### config.mk
export PLATFORM = sky130hd
export DESIGN_NAME = apb_master
export DESIGN_NICKNAME = d
export VERILOG_FILES = /design/src/rtl/apb_master_pkg.sv /design/src/rtl/apb_master_timeout.sv /design/src/rtl/apb_master.sv
export SDC_FILE = /design/constraint.sdc
export NUM_CORES = 1
export LEC_CHECK = 0
export ABC_AREA = 1
export CAP_MARGIN = 15
export CORE_ASPECT_RATIO = 0.8
export CORE_MARGIN = 5
export CORE_UTILIZATION = 39
export CTS_CLUSTER_SIZE = 14
export DETAILED_ROUTE_END_ITERATION = 7
export HOLD_SLACK_MARGIN = 0.1
export PLACE_DENSITY_LB_ADDON = 0.2
export SYNTH_ARGS = -nofsm -noshare
export SYNTH_HDL_FRONTEND = slang
export SYNTH_SLANG_ARGS = --single-unit
export TNS_END_PERCENT = 20
### constraint.sdc
create_clock -name PCLK -period 2 [get_ports PCLK]
set_clock_uncertainty 0.1 [all_clocks]
set_input_delay 0.4 -clock PCLK [delete_from_list [all_inputs] [get_ports PCLK]]
set_output_delay 0.4 -clock PCLK [all_outputs]
set_load 0.01 [all_outputs]
### src/rtl/apb_master_pkg.sv
// Shared types for the APB initiator: FSM state encoding and packed command/response records.
package apb_master_pkg;

  // Widest data/address the packed records carry; the top may instantiate narrower buses.
  localparam int APB_DATA_W = 32;
  localparam int APB_ADDR_W = 32;

  typedef enum logic [1:0] {
    IDLE,
    SETUP,
    ACCESS,
    RESP
  } apb_master_state_e;

  typedef struct packed {
    logic                  write;
    logic [APB_ADDR_W-1:0] addr;
    logic [APB_DATA_W-1:0] wdata;
  } apb_cmd_t;

  typedef struct packed {
    logic [APB_DATA_W-1:0] rdata;
    logic                  error;
  } apb_rsp_t;

  function automatic apb_rsp_t make_rsp(input logic [APB_DATA_W-1:0] rdata, input logic error);
    apb_rsp_t r;
    r.rdata = rdata;
    r.error = error;
    return r;
  endfunction

endpackage

### src/rtl/apb_master_timeout.sv
// ACCESS-phase wait counter for apb_master; only instantiated when APB_MASTER_TIMEOUT_EN is defined.
module apb_master_timeout #(
  parameter int LIMIT = 16
) (
  input  logic clk,
  input  logic rst,
  input  logic clr,
  input  logic en,
  output logic expired
);

  localparam int CNT_W = $clog2(LIMIT + 1);

  logic [CNT_W-1:0] count_q;

  // Flags the cycle whose wait state would make the count reach LIMIT, so the caller can abort on it.
  assign expired = en && (count_q == CNT_W'(LIMIT - 1));

  always_ff @(posedge clk) begin
    if (rst || clr) begin
      count_q <= '0;
    end else if (en) begin
      count_q <= count_q + 1'b1;
    end
  end

endmodule

### src/rtl/apb_master.sv
// APB initiator: one command at a time over valid/ready, SETUP/ACCESS phases, response over valid/ready.
// Optional ACCESS-phase abort is compiled in with `define APB_MASTER_TIMEOUT_EN.
module apb_master
  import apb_master_pkg::*;
#(
  parameter int DATA_WIDTH     = 32,
  parameter int ADDR_WIDTH     = 32,
  parameter int TIMEOUT_CYCLES = 16
) (
  input  logic                  PCLK,
  input  logic                  PRESET,
  input  logic                  cmd_valid,
  output logic                  cmd_ready,
  input  logic                  cmd_write,
  input  logic [ADDR_WIDTH-1:0] cmd_addr,
  input  logic [DATA_WIDTH-1:0] cmd_wdata,
  output logic                  rsp_valid,
  input  logic                  rsp_ready,
  output logic [DATA_WIDTH-1:0] rsp_rdata,
  output logic                  rsp_error,
  output logic                  PSELx,
  output logic                  PENABLE,
  output logic                  PWRITE,
  output logic [ADDR_WIDTH-1:0] PADDR,
  output logic [DATA_WIDTH-1:0] PWDATA,
  input  logic [DATA_WIDTH-1:0] PRDATA,
  input  logic                  PREADY,
  input  logic                  PSLVERR
);

  apb_master_state_e state_q, state_d;
  apb_cmd_t          cmd_q;
  apb_rsp_t          rsp_q;
  logic              cmd_hs;
  logic              timed_out;

  assign cmd_hs = cmd_valid && cmd_ready;

`ifdef APB_MASTER_TIMEOUT_EN
  apb_master_timeout #(
    .LIMIT(TIMEOUT_CYCLES)
  ) u_timeout (
    .clk    (PCLK),
    .rst    (PRESET),
    .clr    (state_q == SETUP),
    .en     ((state_q == ACCESS) && !PREADY),
    .expired(timed_out)
  );
`else
  // ACCESS waits for PREADY indefinitely; the limit has no effect in this build.
  assign timed_out = 1'b0 && (TIMEOUT_CYCLES > 0);
`endif

  always_ff @(posedge PCLK) begin
    if (PRESET) begin
      state_q <= IDLE;
    end else begin
      state_q <= state_d;
    end
  end

  always_comb begin
    state_d   = state_q;
    cmd_ready = 1'b0;
    rsp_valid = 1'b0;
    PSELx     = 1'b0;
    PENABLE   = 1'b0;
    unique case (state_q)
      IDLE: begin
        cmd_ready = !PRESET;
        if (cmd_valid && !PRESET) state_d = SETUP;
      end
      SETUP: begin
        PSELx   = 1'b1;
        state_d = ACCESS;
      end
      ACCESS: begin
        PSELx   = 1'b1;
        PENABLE = 1'b1;
        if (PREADY || timed_out) state_d = RESP;
      end
      RESP: begin
        rsp_valid = 1'b1;
        if (rsp_ready) state_d = IDLE;
      end
      default: state_d = IDLE;
    endcase
  end

  // Command fields stay registered after the transfer so PADDR/PWRITE hold their last values.
  always_ff @(posedge PCLK) begin
    if (PRESET) begin
      cmd_q <= '0;
      rsp_q <= '0;
    end else begin
      if (cmd_hs) begin
        cmd_q.write <= cmd_write;
        cmd_q.addr  <= APB_ADDR_W'(cmd_addr);
        cmd_q.wdata <= cmd_write ? APB_DATA_W'(cmd_wdata) : '0;
      end
      if (state_q == ACCESS) begin
        if (PREADY) begin
          rsp_q <= make_rsp(cmd_q.write ? '0 : APB_DATA_W'(PRDATA), PSLVERR);
        end else if (timed_out) begin
          rsp_q <= make_rsp('0, 1'b1);
        end
      end
    end
  end

  assign PWRITE    = cmd_q.write;
  assign PADDR     = cmd_q.addr[ADDR_WIDTH-1:0];
  assign PWDATA    = cmd_q.wdata[DATA_WIDTH-1:0];
  assign rsp_rdata = rsp_q.rdata[DATA_WIDTH-1:0];
  assign rsp_error = rsp_q.error;

endmodule

==> impl_metrics.py <==
metrics = {
    "floorplan": {
        "fp.dieW_um": 120,
        "die_area_um2": 11800,
        "die_h_um": 98.4,
        "io_pins": 205,
        "core_um2": 9570,
        "rows": 32,
        "initial_core_util": 0.398,
    },
    "critical_path": {
        "worstReg2RegEnd": "PWDATA[22]",
        "cp-end-kind": "output pin",
        "worstSetupPathType": "register to output pin",
        "cp.required_ns": 1.50,
        "r2r-start": "state_q[0]",
        "cp_max_fo": 3,
        "cp-start-kind": "register",
        "regToRegSetupSlack_ns": 0.14,
        "reg2reg_depth": 7,
        "crit_arrival_ns": 1.44,
    },
    "layout": {
        "antenna_cells": 0,
        "mostFrequentLayoutCells": "clkdlybuf4s50_1, nand2_1, dfxtp_1",
        "drive_above_1_share": 0.0499,
        "nets": 763,
        "area_growth_pct": 63.3,
        "final_common_cell": "clkdlybuf4s50_1",
    },
    "placement": {
        "dp_slack_ns": 0.116,
        "port-buffer-count": 204,
        "hpwl_um": 8610,
        "gp_congestion": 0.791,
    },
    "power_and_ir_drop": {
        "power_leakage_nw": 2.36,
        "p_per_area_nw_per_um2": 1010,
        "irDropWorstVdd_mv": 0.657,
    },
    "drt": {
        "ant_nets": 0,
        "viasPerCell": 5.16,
        "wl_um": 12400,
        "drtIter0Drc": 272,
        "vias": 4025,
        "routedWlPerCell_um": 15.9,
        "drc": 0,
        "dr.pass1.iters": 4,
    },
    "global_route": {
        "antenna_found_initial": 0,
        "use_met2": 0.348,
        "grt.busiest_layer": "met2",
        "grt_pass1_vias": 3880,
        "use_met1": 0.231,
        "grt_pass1_wl_um": 19400,
        "overflow": 0,
        "grt_use_met3": 0.0828,
        "track_usage": 0.201,
        "grt_max_degree": 64,
    },
    "synthesis": {
        "synthFlopType": "dfxtp_1",
        "synthTopCellsByArea": "dfxtp_1, nand3_1, nand2_1",
        "synth_top_area_share": 0.526,
        "synth_nets": 580,
        "synth_cell_types": 19,
        "ys_ff_latch": 100,
        "synth_cells": 473,
        "synth_edf_count": 0,
        "yosys.area.top_type": "dfxtp_1",
        "synth_warnings": 0,
        "synthArstFlopShare": 0,
        "syn_area_per_cell_um2": 8.05,
        "synthesis.area_um2": 3810,
        "yosysSeqAreaShare": 0.526,
    },
    "sta": {
        "fin_crit_sh": 0.972,
        "rsz0062_at_grt": "false",
        "setup_viol": 0,
        "clock.fmax_ghz": 0.515,
        "drv_slew": 0,
        "worstMarginPinSlew_ns": 0.677,
        "layout_setup_ws_ns": 0.0565,
        "relSlewSlack": 0.548,
        "tns_ns": 0,
        "period_needed_ns": 1.94,
        "hold_violations": 0,
    },
    "min_path": {
        "hold_path.startpoint": "PRESET",
        "holdCritPathClass": "input port to register",
        "whs_path_depth": 3,
        "holdPathEnd": "rsp_rdata[26]",
    },
    "cts": {
        "htreeDepth": 3,
        "ctsHoldBuffers": 0,
        "cts_tree": "done",
        "cts_buffer_depth": 2,
        "clkSlewWorstSetupHoldPaths_ns": 0.06,
        "cts.sinks": 100,
        "root_buffer": "clkbuf_16",
        "numCtsBuffers": 9,
        "insertion_delay_ns": 0.33,
    },
    "status": {
        "status": "finished clean",
    },
    "run": {
        "max_cap_violations": 0,
    },
}
## synth_stat cells (4+ instances only)
| master | count |
|---|---|
| buf_1 | 4 |
| nand4_1 | 32 |
| clkbuf_1 | 18 |
| ha_1 | 4 |
| a21oi_1 | 65 |
| nand3_1 | 99 |
| buf_2 | 16 |
| inv_1 | 9 |
| nand2_1 | 103 |
| dfxtp_1 | 100 |
| buf_4 | 4 |
| nor2_1 | 9 |
## report_power, final
group          internal (W)  leakage [nW]  switching, W
clock               0.00113         0.153      0.000721
sequential          0.00225         0.814      0.000141
combinational      0.000922          1.39       0.00109
## timing repair
action / CTS / global route
resized for setup: 3 / 3
setup endpoints to repair: 3 / 2
setup buffers: 0 / 0
## through the flow
step	std cells	power, W	utilization	hold WS [ns]	area, µm²
after floorplan	473	0.00348	-	0.383	3810
after global placement	764	0.00442	0.617	0.351	5900
after detailed placement	764	0.00449	0.617	0.356	5900
after CTS	780	0.00634	0.650	0.335	6220
after global routing	780	0.00660	0.649	0.344	6210
final	780	0.00626	0.649	0.345	6210
## cells by family after synthesis
group	Yosys count	synth area share
AND/OR/NAND/NOR	246	0.302
flip-flops	100	0.526
AO/OA/AOI/OAI	67	0.0881
buffers and inverters	56	0.0710
adder cells (fa/ha/maj)	4	0.0131
## registers in the layout, indices dropped and copies added, names as in the netlist
signal / count
rsp_rdata: 32
rsp_error: 1
state_q: 2
PWRITE: 1
PADDR: 32
PWDATA: 32
## how the worst max path moves through the flow
stage	depth (start not counted)	end	start
final	3	PSELx	state_q[0]
after CTS	5	cmd_ready	state_q[0]
after floorplan	6	cmd_ready	state_q[0]
after global routing	3	PSELx	state_q[0]
after global placement	5	cmd_ready	state_q[0]
after detailed placement	5	cmd_ready	state_q[0]
## layer usage
metal  up-vias  share of wire
met3        14          0.083
met2       144           0.50
met1      1893           0.41
li1       1974              -
met5         -              0
met4         0          0.011
## worst max-delay path: stages, from the launching register on
cell           delay [ns]
dfxtp_1              0.38
inv_1                0.10
ha_1                 0.33
dlygate4sd2_1        0.30
## area by class of cell
class	count	area [µm²]
Clock buffer	12	246
Clock inverter	4	72.6
Fill cell	825	3350
Inverter	11	43.8
Multi-Input combinational cell	317	1530
Sequential cell	100	2000
Timing Repair Buffer	217	2170
Tap cell	119	149
Power figures use the tool's default switching activity.
